### src/rtl/tmds_mono_encoder.sv
// Maps a 1-bit pixel to a fg/bg RGB888 colour and TMDS-encodes it into three
// DVI 10-bit symbols (ch0=blue+sync, ch1=green, ch2=red), two pclk of latency.
module tmds_mono_encoder #(
   parameter logic [7:0] FG_R = 8'hFF,
   parameter logic [7:0] FG_G = 8'hFF,
   parameter logic [7:0] FG_B = 8'hFF,
   parameter logic [7:0] BG_R = 8'h00,
   parameter logic [7:0] BG_G = 8'h00,
   parameter logic [7:0] BG_B = 8'h00
) (
   input  logic       pclk,
   input  logic       reset_n,
   input  logic       hs,
   input  logic       vs,
   input  logic       pixel_i,
   input  logic       blank,
   output logic [9:0] tmds_ch0,
   output logic [9:0] tmds_ch1,
   output logic [9:0] tmds_ch2
);

   localparam logic [9:0] TOKEN_00 = 10'h354;
   localparam logic [9:0] TOKEN_01 = 10'h0AB;
   localparam logic [9:0] TOKEN_10 = 10'h154;
   localparam logic [9:0] TOKEN_11 = 10'h2AB;

   function automatic logic [3:0] ones8(input logic [7:0] d);
      logic [3:0] n;
      n = '0;
      for (int i = 0; i < 8; i++) n = n + {3'b000, d[i]};
      return n;
   endfunction

   // Transition minimisation: XNOR chain when the byte is ones-heavy, XOR otherwise.
   function automatic logic [8:0] minimise(input logic [7:0] d);
      logic [8:0] q;
      logic [3:0] n;
      logic       use_xnor;
      n        = ones8(d);
      use_xnor = (n > 4'd4) || ((n == 4'd4) && !d[0]);
      q        = '0;
      q[0]     = d[0];
      for (int i = 1; i < 8; i++) q[i] = use_xnor ? ~(q[i-1] ^ d[i]) : (q[i-1] ^ d[i]);
      q[8]     = ~use_xnor;
      return q;
   endfunction

   logic [7:0] colour [3];
   logic [9:0] sym_out [3];

   always_comb begin
      colour[0] = pixel_i ? FG_B : BG_B;
      colour[1] = pixel_i ? FG_G : BG_G;
      colour[2] = pixel_i ? FG_R : BG_R;
   end

   logic hs_reg;
   logic vs_reg;
   logic blank_reg;

   always_ff @(posedge pclk or negedge reset_n) begin
      if (!reset_n) begin
         hs_reg    <= 1'b0;
         vs_reg    <= 1'b0;
         blank_reg <= 1'b1;
      end else begin
         hs_reg    <= hs;
         vs_reg    <= vs;
         blank_reg <= blank;
      end
   end

   logic [9:0] token0;
   always_comb begin
      case ({vs_reg, hs_reg})
         2'b00:   token0 = TOKEN_00;
         2'b01:   token0 = TOKEN_01;
         2'b10:   token0 = TOKEN_10;
         default: token0 = TOKEN_11;
      endcase
   end

   generate
      for (genvar gi = 0; gi < 3; gi++) begin : g_ch
         logic [8:0]        q_m_next;
         logic [8:0]        q_m_reg;
         logic [3:0]        n1_reg;
         logic [9:0]        sym_reg;
         logic [9:0]        sym_next;
         logic [9:0]        ctrl_sym;
         logic signed [4:0] cnt_reg;
         logic signed [4:0] cnt_next;
         logic signed [5:0] diff;
         logic signed [5:0] cnt_ext;
         logic signed [5:0] acc;
         logic              q8;

         assign q_m_next = minimise(colour[gi]);
         assign ctrl_sym = (gi == 0) ? token0 : TOKEN_00;

         // n1 of q_m[7:0] is computed in stage 1 to shorten the balance path.
         always_ff @(posedge pclk or negedge reset_n) begin
            if (!reset_n) begin
               q_m_reg <= '0;
               n1_reg  <= '0;
            end else begin
               q_m_reg <= q_m_next;
               n1_reg  <= ones8(q_m_next[7:0]);
            end
         end

         always_comb begin
            q8       = q_m_reg[8];
            diff     = $signed({1'b0, n1_reg, 1'b0}) - 6'sd8;
            cnt_ext  = $signed({cnt_reg[4], cnt_reg});
            sym_next = {1'b0, q8, q_m_reg[7:0]};
            acc      = cnt_ext;
            if (blank_reg) begin
               sym_next = ctrl_sym;
               acc      = '0;
            end else if ((cnt_reg == 5'sd0) || (n1_reg == 4'd4)) begin
               sym_next = {~q8, q8, q8 ? q_m_reg[7:0] : ~q_m_reg[7:0]};
               acc      = q8 ? (cnt_ext + diff) : (cnt_ext - diff);
            end else if ((!cnt_reg[4] && (n1_reg > 4'd4)) || (cnt_reg[4] && (n1_reg < 4'd4))) begin
               sym_next = {1'b1, q8, ~q_m_reg[7:0]};
               acc      = cnt_ext - diff + (q8 ? 6'sd2 : 6'sd0);
            end else begin
               sym_next = {1'b0, q8, q_m_reg[7:0]};
               acc      = cnt_ext + diff - (q8 ? 6'sd0 : 6'sd2);
            end
            cnt_next = acc[4:0];
         end

         always_ff @(posedge pclk or negedge reset_n) begin
            if (!reset_n) begin
               sym_reg <= TOKEN_00;
               cnt_reg <= '0;
            end else begin
               sym_reg <= sym_next;
               cnt_reg <= cnt_next;
            end
         end

         assign sym_out[gi] = sym_reg;
      end
   endgenerate

   assign tmds_ch0 = sym_out[0];
   assign tmds_ch1 = sym_out[1];
   assign tmds_ch2 = sym_out[2];

endmodule

### config.mk
export PLATFORM = sky130hd
export DESIGN_NAME = tmds_mono_encoder
export DESIGN_NICKNAME = d
export VERILOG_FILES = /design/src/rtl/tmds_mono_encoder.sv
export SDC_FILE = /design/constraint.sdc
export NUM_CORES = 1
export LEC_CHECK = 0
export CELL_PAD_IN_SITES_DETAIL_PLACEMENT = 1
export CELL_PAD_IN_SITES_GLOBAL_PLACEMENT = 2
export CORE_ASPECT_RATIO = 1.5
export CORE_UTILIZATION = 34
export DETAILED_ROUTE_END_ITERATION = 10
export PLACE_DENSITY_LB_ADDON = 0.1
export SETUP_SLACK_MARGIN = 0.1
export SLEW_MARGIN = 20
export SYNTH_ARGS = -nofsm -noshare
export SYNTH_HDL_FRONTEND = slang
export SYNTH_SLANG_ARGS = --single-unit
export TNS_END_PERCENT = 5
### constraint.sdc
create_clock -name pclk -period 5.2 [get_ports pclk]
set_clock_uncertainty 0.2 [all_clocks]
set_input_delay 0.78 -clock pclk [delete_from_list [all_inputs] [get_ports pclk]]
set_output_delay 0.78 -clock pclk [all_outputs]
set_load 0.01 [all_outputs]
==> results of run 1 <==
report_power, final:
part / leakage, nW / total (mW) / switching (mW) / internal, mW
clock: 0.0288 / 0.135 / 0.0676 / 0.0678
combinational: 0.497 / 0.485 / 0.217 / 0.267
sequential: 0.335 / 0.380 / 0.0830 / 0.297
total: 0.860 / 1.00 / 0.368 / 0.632
layout make-up:
class / instances / area (um2) / share of cell area [%]
Inverter: 13 / 48.80 / 2.497
Timing Repair Buffer: 36 / 357.8 / 18.31
Tap cell: 64 / 80.08 / 4.097
Clock buffer: 4 / 55.05 / 2.817
Multi-Input combinational cell: 82 / 700.7 / 35.85
Sequential cell: 28 / 711.9 / 36.43
layout by cell type, fill, tap and decap left out:
cell	n
a2111oi_0	2
a2111oi_2	1
a211oi_1	2
a21o_1	1
a21oi_1	7
a221oi_1	1
a31oi_1	1
and3b_2	1
buf_4	1
clkbuf_8	4
clkdlybuf4s50_1	35
dfrtp_1	19
dfstp_2	9
ha_1	16
inv_1	13
mux2_4	1
mux2i_1	8
nand2_1	3
nand2b_1	2
nor2_1	10
nor3_1	3
nor3b_1	3
nor4_2	1
nor4_4	2
o21a_1	1
o21bai_1	3
or2_2	6
xnor2_1	4
xnor2_2	1
xor2_1	2
routing by layer:
layer	vias up	share of wire (%)
li1	504	-
met5	-	0
met1	542	39
met2	13	59
met3	2	1.3
met4	0	0.92
final timing paths:
| kind | to | cells after the start | slack [ns] |
|---|---|---|---|
| setup / recovery | tmds_ch1[4] | 1 | 2.86 |
| hold / removal | g_ch[2].cnt_reg[4] | 1 | 0.39 |
| setup reg to reg | g_ch[0].cnt_reg[2] | 5 | 3.13 |
| hold reg to reg | g_ch[2].cnt_reg[4] | 1 | 0.39 |
| max in group asynchronous | tmds_ch2[8] | 2 | 3.79 |
| min in group asynchronous | g_ch[0].cnt_reg[3] | 2 | 0.69 |
cells by family (layout without fill, tap and decap cells):
group	Yosys count	count (layout)	share of synthesized area [%]
buffers and inverters	34	53	12.34
AND/OR/NAND/NOR	31	31	12.50
flip-flops	28	28	44.18
AO/OA/AOI/OAI	19	19	8.385
adder cells (fa/ha/maj)	16	16	12.42
multiplexers	9	9	5.901
XOR/XNOR	7	7	4.270
worst register-to-register path: stages (launching register included):
cell      delay [ns]
dfrtp_1         0.55
inv_1           0.19
ha_1            0.26
ha_1            0.27
or2_2           0.29
a211oi_1        0.22
stage by stage:
stage                     total power, mW  cells  util (%)
after CTS                           1.019    227     43.03
after global placement             0.8581    223     41.82
after detailed placement           0.8767    223     41.82
after global routing                1.079    227     43.03
after floorplan                    0.7201    144         -
final                               1.000    227     43.03
==> impl_metrics.csv, run 1 <==
group,metric,value,unit
timing,slew_headroom,54.79,%
place,gp_congestion,0.7839,
layout,fin_area,1954,um2
logic_synthesis,synth_area_leaders,"dfrtp_1 (30%), dfstp_2 (15%), ha_1 (12%), buf_4 (8.9%), mux2i_1 (5.0%)",
timing,slew_violations,0,
die,die-area,5025,um2
logic_synthesis,ys_ff_latch,28,
drt,num_vias,1061,
cts,cts_hold_buffers,0,
grt,met1_usage,15.62,%
timing,fmax,0.4268,GHz
grt,grt.total_usage,14.24,%
worst_setup_path,slowest_delay,0.55,ns
worst_setup_path,path_class,"flop to output port",
logic_synthesis,synth_cell_types,30,
logic_synthesis,ys_seq_area_share,44.18,%
outcome,outcome,"complete, no violations",
grt,grt_pass1_wl,5437,um
drt,wl,3144,um
worst_setup_path,path_delay_family,"flip-flops",
logic_synthesis,async_flop_share,100.0,%
cts,postCtsSetupBuffers,0,
place,portBuffers,35,
cts,cts_resized,0,
timing,max_slew.worst_pin.slew,0.6734,ns
logic_synthesis,synthesis.area,1612,um2
cts,htree_levels,1,
timing,layout_setup_ws,2.857,ns
place,dp_hpwl,2325,um
drt,drt_iter0_markers,25,
timing,setup_viol_count_final,0,
worst_setup_path,required,4.22,ns
die,die_w,58.21,um
timing,fin_crit_sh,45.06,%
worst_setup_path,slowest_stage,"dfstp_2",
layout,nets,186,
drt,drt_first_pass_iters,4,
grt,antenna_found_initial,0,
logic_synthesis,syn_inst,144,
grt,first_global_vias,1175,
die,boundaryPins,36,
logic_synthesis,yosysWarnings,0,
drt,wl_per_cell,13.85,um
worst_setup_path,critPathMaxFanout,3,
pwr,power.density,511.8,nW/um2
grt,grt_overflow_total,0,
worst_setup_path,path_buf_inv,1,
layout,drive_above_1_share,16.56,%
cts,cts_tree,"done",
die,die_h,86.32,um
worst_hold_path,hp-class,"flop to flop",
grt,grt.busiest_layer,"met2",
cts,clockRootBuffer,"clkbuf_8",
layout,n_fill_cell,515,
worst_setup_path,rr_startpoint,"g_ch[0].q_m_reg[8]",
logic_synthesis,synth_area_leader_cell,"dfrtp_1",
worst_hold_path,min_from,"g_ch[2].cnt_reg[2]",
cts,cts_buffers,3,
cts,clk_pin_slew,0.10,ns
cts,clock_latency,0.27,ns
cts,cts_buffer_depth,2,
logic_synthesis,dominantRegCellSynth,"dfrtp_1",
timing,hold_violations,0,
worst_setup_path,cp-start-kind,"flop",
drt,drcViolationCount,0,
timing,holdWs,0.3863,ns
pwr,power.leakage,0.8600,nW
grt,grtUsageMet2,26.96,%
layout,largest_reg_flops,12,
worst_setup_path,crit_chain,"clkdlybuf4s50_1",
layout,diodes,0,
drt,ant_nets,0,
logic_synthesis,synthDominantCellAreaShare,29.50,%
grt,gr-usage-met3,1.791,%
worst_setup_path,cp-end-kind,"output port",
timing,tns,0,ns
logic_synthesis,yosys-top-cells-count,"buf_4 (19), dfrtp_1 (19), ha_1 (16)",
logic_synthesis,synth_edf_count,0,
logic_synthesis,syn_nets,166,
layout,area_delta_synth_final,21.27,%
cts,clkSinkCount,28,
worst_setup_path,critPathLaunch,"tmds_ch1[6]",
die,rows,30,
die,start_util,35.48,%
pwr,vdd_drop_max,0.2288,mV
timing,grt_setup_unrepaired,"false",
timing,min_period,2.343,ns
worst_setup_path,arrival,1.36,ns
place,dp_slack,3.103,ns
drt,via_per_inst,4.674,
logic_synthesis,syn_avg_cell_area,11.19,um2
die,core,4542,um2
grt,grt_max_degree,29,
place,post_dp_cell_area,1899,um2
run,maxCapViolations,0,
No activity file was read; power rests on OpenSTA's default activity.
==> run 2: changes to the inputs <==
--- a/config.mk
+++ b/config.mk
@@ -8,7 +8,7 @@
 export CELL_PAD_IN_SITES_DETAIL_PLACEMENT = 1
 export CELL_PAD_IN_SITES_GLOBAL_PLACEMENT = 2
 export CORE_ASPECT_RATIO = 1.5
-export CORE_UTILIZATION = 34
+export CORE_UTILIZATION = 32
 export DETAILED_ROUTE_END_ITERATION = 10
 export PLACE_DENSITY_LB_ADDON = 0.1
 export SETUP_SLACK_MARGIN = 0.1
==> constraint.sdc (replaced) <==
create_clock -name pclk -period 2.2 [get_ports pclk]
set_clock_uncertainty 0.2 [all_clocks]
set_input_delay 0.33 -clock pclk [delete_from_list [all_inputs] [get_ports pclk]]
set_output_delay 0.33 -clock pclk [all_outputs]
set_load 0.01 [all_outputs]
==> run 2 against run 1 <==
  * Register-to-register slack lost 2.8 ns
  * Count of clock-buffer cells in the layout did not move
  * Power rose by 140%
  * Via count decreased by 1.1%
  * Wire length rose by 2.3%
  * Worst setup slack lost 2.6 ns
  * Sequential share of layout area down 0.28 points
  * Cell count up 1.8%
  * Non-clock buffer count is 2 higher
  * Sequential cell count is the same
  * Die area is 6.1% higher
  * Largest power group unchanged
==> impl_metrics.csv, run 2 (synthesized netlist as in run 1, its figures left out) <==
group,metric,value,unit
worst_setup_path,path_buf_inv,1,
worst_setup_path,path_depth,1,
grt,grt.total_usage,13.47,%
timing,max_slew.worst_pin.slew,0.5935,ns
worst_setup_path,crit_chain,"clkdlybuf4s50_1",
timing,layout_setup_ws,0.2963,ns
cts,clock_latency,0.27,ns
drt,drt_iter0_markers,34,
layout,diodes,0,
layout,nets,188,
cts,cts_resized,0,
pwr,power.leakage,0.8686,nW
place,dp_slack,0.1905,ns
run,maxCapViolations,0,
die,die_h,88.92,um
die,core,4848,um2
timing,fmax,0.5253,GHz
cts,cts_buffer_depth,2,
timing,slew_violations,0,
timing,tns,0,ns
pwr,comb_power_share,49.1,%
worst_setup_path,cp-start-kind,"flop",
place,portBuffers,35,
place,gp_congestion,0.7459,
cts,cts_buffers,3,
worst_setup_path,worstRegToRegCells,5,
grt,grt_max_degree,29,
drt,num_vias,1049,
timing,grt_setup_unrepaired,"false",
worst_setup_path,slowest_stage,"dfstp_2",
worst_setup_path,rr_startpoint,"g_ch[0].q_m_reg[8]",
die,boundaryPins,36,
grt,grt_pass1_wl,5340,um
worst_setup_path,critPathLaunch,"tmds_ch1[6]",
pwr,clkPwrFrac,13.4,%
pwr,power.density,1215,nW/um2
worst_setup_path,path_delay_family,"flip-flops",
layout,n_fill_cell,558,
cts,postCtsSetupBuffers,0,
timing,hold_violations,0,
die,start_util,33.24,%
timing,slew_headroom,60.11,%
pwr,p_int,1.517,mW
worst_setup_path,arrival,1.37,ns
worst_setup_path,regToRegEndpoint,"g_ch[0].cnt_reg[2]",
cts,cts_tree,"done",
worst_setup_path,cp-end-kind,"output port",
place,dp_cells,227,
layout,area_delta_synth_final,22.44,%
cts,clkSinkCount,28,
timing,min_period,1.904,ns
die,die-area,5330,um2
timing,setup_viol_count_final,0,
drt,ant_nets,0,
layout,final_cell_mix,"clkdlybuf4s50_1 (35), dfrtp_1 (18), ha_1 (16)",
worst_setup_path,path_class,"flop to output port",
cts,htree_levels,1,
layout,utilization,40.70,%
grt,first_global_vias,1143,
worst_setup_path,r2r_slack,0.31,ns
pwr,power_switching,0.8816,mW
worst_hold_path,hp-class,"input port to asynchronous set/reset pin",
worst_setup_path,required,1.67,ns
layout,mostFrequentLayoutCell,"clkdlybuf4s50_1",
drt,via_per_inst,4.541,
layout,largest_reg_flops,12,
pwr,seqPwrFrac,37.4,%
drt,drcViolationCount,0,
worst_setup_path,critPathMaxFanout,3,
grt,antenna_found_initial,0,
pwr,p_sw_share,36.76,%
layout,drive_above_1_share,18.18,%
worst_setup_path,slowest_delay,0.55,ns
cts,clockRootBuffer,"clkbuf_8",
cts,cts_hold_buffers,0,
die,rows,31,
drt,drt_first_pass_iters,4,
pwr,vdd_drop_max,0.4311,mV
place,dp_hpwl,2461,um
outcome,outcome,"complete, no violations",
timing,fin_crit_sh,86.53,%
drt,wl_per_cell,13.92,um
drt,wl,3215,um
cts,clk_pin_slew,0.10,ns
grt,grt_overflow_total,0,
die,die_w,59.94,um
layout,layoutNonFillerInstCount,231,
run 2: changes by cell type in the layout (fill, tap and decap cells not counted):
cell,delta
dfrtp_2,+1
dfrtp_1,-1
buf_4,+2
run 2: metrics by stage:
stage	cell area, um2	hold slack, ns	total power, mW
2_1_floorplan	1612	-0.1656	1.702
3_3_place_gp	1917	0.3699	2.079
3_5_place_dp	1917	0.3818	2.116
4_1_cts	1972	0.2433	2.457
5_1_grt	1973	0.2470	2.608
6_report	1973	0.2343	2.398
run 2: area by class of cell:
cell class / instances / area, um2 / area share (%)
clock buffers: 4 / 55.05 / 2.790
repair buffers: 38 / 372.9 / 18.90
inverters: 13 / 48.80 / 2.473
multi-input cells: 82 / 700.7 / 35.51
well taps: 66 / 82.58 / 4.185
flip-flops and latches: 28 / 713.2 / 36.14
run 2: power groups by stage:
stage	combinational, mW	clock [mW]	sequential, mW
6_report	1.18	0.322	0.898
5_1_grt	1.31	0.363	0.930
4_1_cts	1.21	0.345	0.905
3_5_place_dp	1.20	0	0.916
3_3_place_gp	1.18	0	0.903
2_1_floorplan	0.801	0	0.901
run 2: how the worst max path moves through the flow:
stage | endpoint | slack [ns]
finish | tmds_ch1[6] | 0.30
global route | g_ch[2].cnt_reg[3] | 0.21
CTS | g_ch[0].cnt_reg[2] | 0.18
detailed placement | g_ch[0].cnt_reg[2] | 0.19
global placement | g_ch[2].cnt_reg[3] | 0.27
floorplan | g_ch[2].cnt_reg[3] | 0.41
run 2: per-layer routing:
metal  GRT usage, %  share of wire, %
met1          14.98                40
met2          25.45                57
met3          2.026               1.8
met4          4.440              0.75
met5              0                 0
